### src/rtl/am_pkg.sv
// am_pkg: shared constants and the quarter-wave sine table generator for the
// AM carrier modulator datapath.
package am_pkg;

  localparam int unsigned OUT_W      = 12;            // mod_in, carrier and DAC code width
  localparam int unsigned PH_W       = 32;            // phase accumulator width
  localparam int unsigned LUT_AW     = 8;             // quarter-wave table address width
  localparam int unsigned LUT_DEPTH  = 1 << LUT_AW;
  localparam int unsigned MAG_W      = OUT_W - 1;     // unsigned carrier magnitude width
  localparam int unsigned PROD_W     = 2 * OUT_W;     // envelope x carrier product width
  localparam int unsigned ENV_OFFSET = 2048;
  localparam logic [OUT_W-1:0] DAC_MID = 12'h800;
  localparam int unsigned PIPE_LAT   = 4;

  // round(2047*sin(pi*(2k+1)/1024)) evaluated at elaboration time with a
  // Q30 fixed-point Taylor series, so the table is pure constant data.
  function automatic logic [MAG_W-1:0] qsine_entry(input int unsigned k);
    longint pi_q30;
    longint x;
    longint term;
    longint acc;
    pi_q30 = 64'sd3373259426;
    x      = (pi_q30 * longint'(2 * k + 1)) / 64'sd1024;
    term   = x;
    acc    = x;
    for (int n = 1; n <= 7; n++) begin
      term = (term * x) >>> 30;
      term = (term * x) >>> 30;
      term = term / longint'((2 * n) * (2 * n + 1));
      if ((n % 2) == 1) acc = acc - term;
      else              acc = acc + term;
    end
    return MAG_W'((acc * 64'sd2047 + (64'sd1 <<< 29)) >>> 30);
  endfunction

endpackage

### src/rtl/sine_qlut.sv
// sine_qlut: 256 x 11 synchronous quarter-wave sine ROM.
// Ports: clk, rst (async active-high), addr[7:0] table index,
//        mag[10:0] registered magnitude, one clock after addr.
module sine_qlut
  import am_pkg::*;
(
  input  logic              clk,
  input  logic              rst,
  input  logic [LUT_AW-1:0] addr,
  output logic [MAG_W-1:0]  mag
);

  logic [MAG_W-1:0] rom [LUT_DEPTH];

  // Constant table, one elaboration-time entry per address.
  for (genvar g = 0; g < LUT_DEPTH; g++) begin : g_rom
    localparam logic [MAG_W-1:0] ENTRY = qsine_entry(g);
    assign rom[g] = ENTRY;
  end

  always_ff @(posedge clk or posedge rst) begin
    if (rst) mag <= '0;
    else     mag <= rom[addr];
  end

endmodule

### src/rtl/am_carrier_mod.sv
// am_carrier_mod: multiplies the envelope 2048+mod_in by a DDS sine carrier
// and emits an offset-binary DAC code.
// Ports: clk (125 MHz), rst (async active-high), pls (mod_in sample strobe),
//        mod_in[11:0] signed modulation, f_carrier[31:0] phase increment,
//        phase_clr (sync accumulator clear), dac_out[11:0] offset-binary code,
//        dac_vld (pipeline primed since reset release).
module am_carrier_mod
  import am_pkg::*;
(
  input  logic             clk,
  input  logic             rst,
  input  logic             pls,
  input  logic [OUT_W-1:0] mod_in,
  input  logic [PH_W-1:0]  f_carrier,
  input  logic             phase_clr,
  output logic [OUT_W-1:0] dac_out,
  output logic             dac_vld
);

  logic [PH_W-1:0]          phase;
  logic [OUT_W-1:0]         env;
  logic [LUT_AW-1:0]        lut_addr;
  logic [MAG_W-1:0]         mag;
  logic                     sign_s1;
  logic signed [OUT_W-1:0]  car;
  logic signed [PROD_W-1:0] prod;
  logic [PIPE_LAT-1:0]      vld_sr;
  logic                     prod_lo_unused;

  // S0: phase accumulator; a clear wins over the increment.
  always_ff @(posedge clk or posedge rst) begin
    if (rst)            phase <= '0;
    else if (phase_clr) phase <= '0;
    else                phase <= phase + f_carrier;
  end

  // Envelope: adding 2048 to the signed sample gives its offset-binary form.
  always_ff @(posedge clk or posedge rst) begin
    if (rst)      env <= OUT_W'(ENV_OFFSET);
    else if (pls) env <= OUT_W'(ENV_OFFSET) + mod_in;
  end

  // Quadrant fold: odd quadrants read the quarter table backwards.
  always_comb begin
    lut_addr = phase[PH_W-3 -: LUT_AW];
    if (phase[PH_W-2]) lut_addr = ~phase[PH_W-3 -: LUT_AW];
  end

  // S1: table read, with the half-wave sign travelling alongside.
  sine_qlut u_qlut (
    .clk  (clk),
    .rst  (rst),
    .addr (lut_addr),
    .mag  (mag)
  );

  always_ff @(posedge clk or posedge rst) begin
    if (rst) sign_s1 <= 1'b0;
    else     sign_s1 <= phase[PH_W-1];
  end

  // S2: signed carrier, S3: envelope product, S4: floor /4096 to offset binary.
  always_ff @(posedge clk or posedge rst) begin
    if (rst) begin
      car     <= '0;
      prod    <= '0;
      dac_out <= DAC_MID;
    end else begin
      car     <= sign_s1 ? -$signed({1'b0, mag}) : $signed({1'b0, mag});
      prod    <= $signed({{(PROD_W-OUT_W){1'b0}}, env})
               * $signed({{(PROD_W-OUT_W){car[OUT_W-1]}}, car});
      dac_out <= {~prod[PROD_W-1], prod[PROD_W-2 -: OUT_W-1]};
    end
  end

  // Fraction bits are dropped by the truncating shift.
  assign prod_lo_unused = ^prod[OUT_W-1:0];

  // Valid flag: ones shift in behind reset release, one per pipeline stage.
  always_ff @(posedge clk or posedge rst) begin
    if (rst) vld_sr <= '0;
    else     vld_sr <= {vld_sr[PIPE_LAT-2:0], 1'b1};
  end

  assign dac_vld = vld_sr[PIPE_LAT-1];

endmodule

### config.mk
export PLATFORM = sky130hd
export DESIGN_NAME = am_carrier_mod
export DESIGN_NICKNAME = d
export VERILOG_FILES = /design/src/rtl/am_pkg.sv /design/src/rtl/sine_qlut.sv /design/src/rtl/am_carrier_mod.sv
export SDC_FILE = /design/constraint.sdc
export NUM_CORES = 1
export LEC_CHECK = 0
export ABC_AREA = 1
export CORE_MARGIN = 5
export CORE_UTILIZATION = 40
export DETAILED_ROUTE_END_ITERATION = 10
export PLACE_DENSITY = 0.62
export SYNTH_ARGS = -nofsm -noshare
export SYNTH_HDL_FRONTEND = slang
export SYNTH_SLANG_ARGS = --single-unit
### constraint.sdc
create_clock -name clk -period 14.7 [get_ports clk]
set_clock_uncertainty 0.05 [all_clocks]
set_input_delay 2.205 -clock clk [delete_from_list [all_inputs] [get_ports clk]]
set_output_delay 2.205 -clock clk [all_outputs]
set_load 0.03 [all_outputs]
Word-level counts from Yosys, hierarchy flattened. Memory sizes are Yosys's and may differ from the RTL's. A register that Yosys moved wholly into a read port is not among the register bits. Index checks and enable logic that the tools add are counted.

Muxes and demuxes: 3. Reduce and logical (&&, ||, !) cells: 0. Bitwise gates (word level): 3. Add/sub/neg operators: 3. Multiply operators: 1. Equal/unequal tests: 0. Shifts and indexed selects: 0. Div/mod/pow operators: 0. Magnitude comparators: 0.

Operators by type and width (count): 32-bit adder (1); 32-bit two-way mux (1); 13-bit by 12-bit multiplier with 24-bit output (1); 12-bit adder, first input constant (1); 12-bit two-way mux (1); 11-bit negation with 12-bit output (1); 8-bit inverter with 9-bit output (1); 8-bit two-way mux (1); 8-bit inverter (1); 1-bit inverter (1).

Memories: 1. Bits in latches: 0. Word-level logic and storage cells: 18. ROM bits: 2816. Input bits: 48. Bits in writable memories: 0. Register bits: 97.

Memory list: (no name shown) (words 256, width 11, read ports 1, clocked after Yosys merged registers in 1, wr ports 0, line sine_qlut.sv:23) `else mag <= rom[addr];`.

Longest topological paths before layout. Gate-level depths: netlist (run 1).

Word-level depth: 3. Depth in mapped cells: 23. Gate-level depth less buffers: 22.

Modules after synthesis. From an unflattened synthesis (run 1), not the netlist that was laid out.

Cells, all modules: 1985. Area total of the unflattened synthesis: 13111.3 um^2.

Modules (own cells, without submodules): am_carrier_mod (area an instance 10095.9 um^2, times used 1, cells an instance 1393); sine_qlut (area an instance 3015.4 um^2, times used 1, cells an instance 592).

Least setup slack after synthesis (run 1). No wires, ideal clock.

Kind: register to register. Start: reg env[11]. End: reg prod[16]. Path buffers: 1. Stages on the path, launching flop included: 18. Data required time: 14585 ps. Clock period less this slack: 4705 ps. Setup slack: 9995 ps. Setup time: 65 ps. Arrival time: 4590 ps. Cell sequence: dfstp_2 -> clkbuf_1 -> nand2_1 -> fa_1 -> inv_1 -> fa_1 -> fa_1 -> fa_1 -> inv_1 -> fa_1 -> inv_1 -> ha_1 -> nand2_1 -> nor2_1 -> a21boi_0 -> nor2_1 -> or2_2 -> nand2_1.

Longest elaborated chain between the ends: 1.

RTL lines: start, declared (line am_carrier_mod.sv:21) `logic [OUT_W-1:0] env;`; start signal, assigned (line am_carrier_mod.sv:39) `if (rst) env <= OUT_W'(ENV_OFFSET);`; start signal, assigned (line am_carrier_mod.sv:40) `else if (pls) env <= OUT_W'(ENV_OFFSET) + mod_in;`; 13-bit by 12-bit multiplier with 24-bit output (line am_carrier_mod.sv:71) `* $signed({{(PROD_W-OUT_W){car[OUT_W-1]}}, car});`; end signal, assigned (line am_carrier_mod.sv:70) `prod <= $signed({{(PROD_W-OUT_W){1'b0}}, env})`; end, declared (line am_carrier_mod.sv:26) `logic signed [PROD_W-1:0] prod;`.

Every way passes these cells. A chain may end at the register's enable or synchronous reset.

Worst setup path after layout (run 1).
Start: reg car[11]. End: reg prod[19].

Longest elaborated chain between the ends: 1.

RTL lines: start, declared (line am_carrier_mod.sv:25) `logic signed [OUT_W-1:0] car;`; start signal, assigned (line am_carrier_mod.sv:69) `car <= sign_s1 ? -$signed({1'b0, mag}) : $signed({1'b0, mag});`; 13-bit by 12-bit multiplier with 24-bit output (line am_carrier_mod.sv:71).

Every way passes these cells.

==> flow_summary.yaml, run 1 <==
run_status:
  status: "completed"
placed_design:
  hpwl_um: 27900
  place_congestion: 0.938
  numPortBuffers: 60
layout:
  antenna_cells: 0
  final_nets: 2097
  drive_gt1_share_pct: 3.43
  layout_commonest_cell: "nand2_1"
  final_cell_mix: "nand2_1 (562), inv_1 (286), nand3_1 (157), nor2_1 (139), ha_1 (115)"
  syn_to_final_growth_pct: 9.49
sta:
  slew_violations: 0
  rsz0062_at_grt: "no"
  hold_viol_final: 0
  tightest_slew_ns: 1.04
  setup_viol: 0
  fmax_ghz: 0.200
  min_period_over_period_pct: 34.0
  fin_tns_setup_ns: 0
  relSlewSlack_pct: 30.6
  period_minus_slack_ns: 5.00
clock_tree:
  cts_buffers: 9
  post_cts_buffers: 0
  insertion_delay_ns: 0.36
  cts_root_buf: "clkbuf_16"
  clock_path_buffers: 2
  h-tree-depth: 3
  clk_pin_slew_ns: 0.08
  cts_hold_buf: 0
  clock_sinks: 96
  post_cts_resized: 0
  cts_tree: "yes"
global_routing:
  use_met2_pct: 33.8
  grt_pass1_wl_um: 58900
  grt_max_degree: 79
  antenna_found_initial: 0
  track_usage_pct: 20.3
  grt_pass1_vias: 11400
  grt-ovfl-total: 0
  met3_usage_pct: 1.96
  busiest_layer: "met2"
  grtUsageMet1_pct: 28.4
drt:
  antenna_left: 0
  viasPerCell: 5.23
  firstDrtPassIters: 5
  drc_errors: 0
  drt_iter0_markers: 1079
  vias: 11700
  wl_per_cell_um: 15.9
  drt_wl_total_um: 35600
min_path:
  hp-start: "prod[15]$_DFF_PP0_"
  hold_depth: 0
  holdPathEnd: "dac_out[3]$_DFF_PP0_"
  hp-class: "reg -> reg"
critical_path:
  required_ns: 14.94
  end_kind: "flip-flop"
  cp_slowest_stage_delay_ns: 0.53
  slowest_stage: "fa_1"
  critPathTopFamily: "adder cells"
  worst-path-buf-inv: 4
  r2r_cells: 19
  cp_common_cell: "fa_1"
  cp-start-kind: "flip-flop"
  worst_ep_arrival_time_ns: 5.25
  path_cells: "clkinv_1, nor2_1, fa_1, fa_1, fa_1, fa_1, inv_1, fa_1, inv_1, ha_1, nand2_1, nor2_1, nand4_1, inv_1, nand2_1, nand4_1, nand2_1, nand2_1, xor2_1"
  critPathLaunch: "car[11]$_DFF_PP0_"
  reg2reg_slack_ns: 9.70
  rr_startpoint: "car[11]$_DFF_PP0_"
  timing.rr.end: "prod[19]$_DFF_PP0_"
  path_class: "reg -> reg"
  path_max_fanout: 9
synth:
  avgSynthCellArea_um2: 6.86
  ys_warn_count: 0
  syn_nets: 2079
  ys_ff_latch: 96
  synthCells: 1816
  seq_area_frac_synth_pct: 19.3
  netlist_area_um2: 12500
  ys_types: 41
die:
  ios: 61
  die_y_um: 187
  start_util_pct: 40.6
  core_area_um2: 30700
  die_w_um: 187
  die-area_um2: 34800
  fp-row-count: 64
job:
  drv_cap: 0
state kept, by name, indices dropped and copies added, names as in the netlist:
signal	flops
phase	32
env	12
u_qlut.mag	11
dac_out	12
car	12
sign_s1	1
prod	12
vld_sr	4
per-stage QoR:
step | utilization (%) | instances | worst slack [ns] | hold WS (ns) | instance area, um^2
final | 44.5 | 2235 | 9.70 | 0.294 | 13600
after global routing | 44.5 | 2235 | 9.44 | 0.306 | 13600
after CTS | 44.5 | 2235 | 9.69 | 0.298 | 13600
after detailed placement | 43.5 | 2219 | 9.73 | 0.285 | 13300
after global placement | 43.5 | 2219 | 9.78 | 0.284 | 13300
after floorplan | - | 1816 | 9.94 | 0.281 | 12500
cell usage after synthesis, drive strengths merged:
master	count	area (um^2)
o211ai	5	37.5
a31oi	5	31.3
nand3b	2	15.0
o21a	4	30.0
o21bai	8	60.1
or2	5	31.3
fa	100	2000
nand3	157	786
a21o	5	37.5
dfrtp	94	2350
mux2	7	78.8
nor3	20	100
nor4	1	6.26
inv	291	1090
nor2	140	528
xnor2	17	183
nand4	8	50.1
o31ai	2	15.0
o21ai	67	335
conb	1	3.75
nand2	581	2240
and3	1	6.26
xor2	18	158
clkbuf	35	131
a21boi	2	15.0
ha	115	1440
clkinv	2	7.51
buf	24	150
a21oi	95	475
a211oi	2	15.0
dfstp	2	52.6
worst reg2reg max path: stages, from the launching register on:
cell,delay [ns]
dfrtp_1,0.51
clkinv_1,0.36
nor2_1,0.23
fa_1,0.46
fa_1,0.53
fa_1,0.43
fa_1,0.50
inv_1,0.05
fa_1,0.48
inv_1,0.04
ha_1,0.38
nand2_1,0.11
nor2_1,0.16
nand4_1,0.10
inv_1,0.11
nand2_1,0.06
nand4_1,0.12
nand2_1,0.07
nand2_1,0.07
xor2_1,0.14
cells by family (layout without fill, tap and decap cells):
logic type	after synthesis	in the layout	share of synthesized area, %
xor gates and xnor gates	35	35	2.73
AOI/OAI and AO/OA	195	195	8.44
DFF	96	96	19.3
buffers and inverters	352	375	11.1
adders and majority gates	215	215	27.6
and+or+nand+nor	915	915	30.2
other	1	1	0.0301
muxes	7	7	0.633
layer usage:
layer	vias to the layer above	wire length, um	share of wire (%)
met1	5560	15700	44
li1	5702	-	-
met4	0	878	2.5
met2	373	17100	48
met3	57	1850	5.2
met5	-	0	0
how the worst max path moves through the flow:
stage	cells after the start	slack (ns)	endpoint
2_1_floorplan	1	9.94	car[0]$_DFF_PP0_
3_3_place_gp	16	9.78	prod[16]$_DFF_PP0_
3_5_place_dp	19	9.73	prod[19]$_DFF_PP0_
4_1_cts	16	9.69	prod[16]$_DFF_PP0_
5_1_grt	16	9.44	prod[16]$_DFF_PP0_
6_report	19	9.70	prod[19]$_DFF_PP0_
layout make-up:
| class | instances | area (um^2) |
|---|---|---|
| inverter | 293 | 1100 |
| fill | 3173 | 17000 |
| clock buffer | 11 | 243 |
| tap | 396 | 495 |
| clock inverter | 5 | 70.1 |
| multi-input combinational | 1368 | 8680 |
| sequential | 96 | 2400 |
| timing repair buffer | 66 | 646 |
Power of run 1 is not shown: default switching activity piles up to over one toggle a cycle in this logic, so the estimate is an artifact.
==> inputs of run 2 (changes only) <==
==> constraint.sdc (replaced) <==
create_clock -name clk -period 5.1 [get_ports clk]
set_clock_uncertainty 0.05 [all_clocks]
set_input_delay 0.765 -clock clk [delete_from_list [all_inputs] [get_ports clk]]
set_output_delay 0.765 -clock clk [all_outputs]
set_load 0.03 [all_outputs]
==> flow_summary.yaml, run 2 (synthesized netlist as in run 1, its figures left out) <==
sta:
  relSlewSlack_pct: 40.3
  tightest_slew_ns: 0.891
  min_period_over_period_pct: 94.5
  setup_viol: 0
  fin_tns_setup_ns: 0
  slew_violations: 0
  fmax_ghz: 0.207
  rsz0062_at_grt: "no"
  hold_viol_final: 0
  period_minus_slack_ns: 4.82
drt:
  wl_per_cell_um: 15.9
  drc_errors: 0
  drt_wl_total_um: 35700
  drt_iter0_markers: 1163
  antenna_left: 0
  viasPerCell: 5.19
  firstDrtPassIters: 6
  vias: 11700
global_routing:
  grtUsageMet1_pct: 28.6
  track_usage_pct: 20.3
  met3_usage_pct: 2.20
  grt-ovfl-total: 0
  grt_pass1_vias: 11300
  use_met2_pct: 33.6
  antenna_found_initial: 0
  grt_pass1_wl_um: 58800
  busiest_layer: "met2"
  grt_max_degree: 58
clock_tree:
  h-tree-depth: 3
  cts_root_buf: "clkbuf_16"
  clock_sinks: 96
  cts_buffers: 9
  insertion_delay_ns: 0.36
  cts_tree: "yes"
  clk_pin_slew_ns: 0.07
  clock_path_buffers: 2
layout:
  regMostFlops: "phase"
  layout_commonest_cell: "nand2_1"
  final_cell_mix: "nand2_1 (562), inv_1 (286), nand3_1 (157), nor2_1 (139), ha_1 (115)"
  drive_gt1_share_pct: 4.59
  final_area_um2: 13800
  n_fill_cell: 3211
  largest_reg_flops: 32
  syn_to_final_growth_pct: 10.4
  antenna_cells: 0
  final_nets: 2108
  multi_input_area_um2: 8680
  seqCellArea_um2: 2420
critical_path:
  path_class: "reg -> reg"
  required_ns: 5.33
  end_kind: "flip-flop"
  reg2reg_slack_ns: 0.28
  path_max_fanout: 12
  cp-start-kind: "flip-flop"
  r2r_cells: 19
  worst_ep_arrival_time_ns: 5.05
placed_design:
  hpwl_um: 28500
  place_area_um2: 13400
  numPortBuffers: 60
  place_congestion: 0.960
die:
  die_w_um: 187
  die-area_um2: 34800
  core_area_um2: 30700
  start_util_pct: 40.6
  fp-row-count: 64
  die_y_um: 187
  ios: 61
min_path:
  hold_depth: 0
  hp-class: "reg -> reg"
job:
  drv_cap: 0
run_status:
  status: "completed"
==> run 2: cell count changes in the layout (fill, tap and decap cells not counted), sizes merged <==
cell	change
buf	+11
clkinvlp	+1
clkinv	+3
inv	-2
clkbuf	-2
==> run 2: layout make-up <==
cell class              instances  area share [%]
clock inverters                 7           0.728
flip-flops and latches         96            17.6
inverters                     293            8.04
clock buffers                   9            1.64
well taps                     396            3.60
multi-input cells            1368            63.1
repair buffers                 77            5.29
==> run 2: final timing paths <==
check | start | to
worst max-delay path | car[5]$_DFF_PP0_ | prod[19]$_DFF_PP0_
worst min-delay path | vld_sr[2]$_DFF_PP0_ | vld_sr[3]$_DFF_PP0_
worst max register to register | car[5]$_DFF_PP0_ | prod[19]$_DFF_PP0_
worst min register to register | vld_sr[2]$_DFF_PP0_ | vld_sr[3]$_DFF_PP0_
max in group asynchronous | rst | dac_out[11]$_DFF_PP1_
min in group asynchronous | rst | phase[24]$_DFF_PP0_
==> run 2: stage by stage <==
step | hold slack, ns | std cells | setup WS, ns | util (%)
finish | 0.296 | 2246 | 0.280 | 44.9
global route | 0.310 | 2246 | 0.00747 | 44.9
CTS | 0.296 | 2244 | 0.114 | 44.8
detailed placement | 0.285 | 2228 | 0.181 | 43.7
global placement | 0.283 | 2228 | 0.161 | 43.7
floorplan | 0.281 | 1816 | 0.395 | -
==> run 2: what timing repair did <==
| item | CTS | global route |
|---|---|---|
| hold buffers | 0 | 0 |
| endpoints found under the setup margin | 0 | 9 |
| setup buffers | 0 | 2 |
| resized for setup | 0 | 10 |
==> run 2: metal layers <==
metal	part of all wire (%)	vias to the layer above
li1	-	5723
met1	45	5519
met2	48	365
met3	5.1	54
met4	2.4	0
met5	0	-
==> run 2: worst max-delay path: stages (launching register included) <==
cell and delay (ns):
dfrtp_1 0.61, nand2_1 0.13, fa_1 0.51, inv_1 0.05, fa_1 0.50, fa_1 0.51
fa_1 0.49, inv_1 0.05, fa_1 0.47, inv_1 0.04, ha_1 0.38, nand2_1 0.11
nor2_1 0.17, nand4_1 0.13, inv_1 0.10, nand2_1 0.05, nand4_1 0.10, nand2_1 0.07
nand2_1 0.07, xor2_1 0.15
Power of run 2 is left out for the same reason.
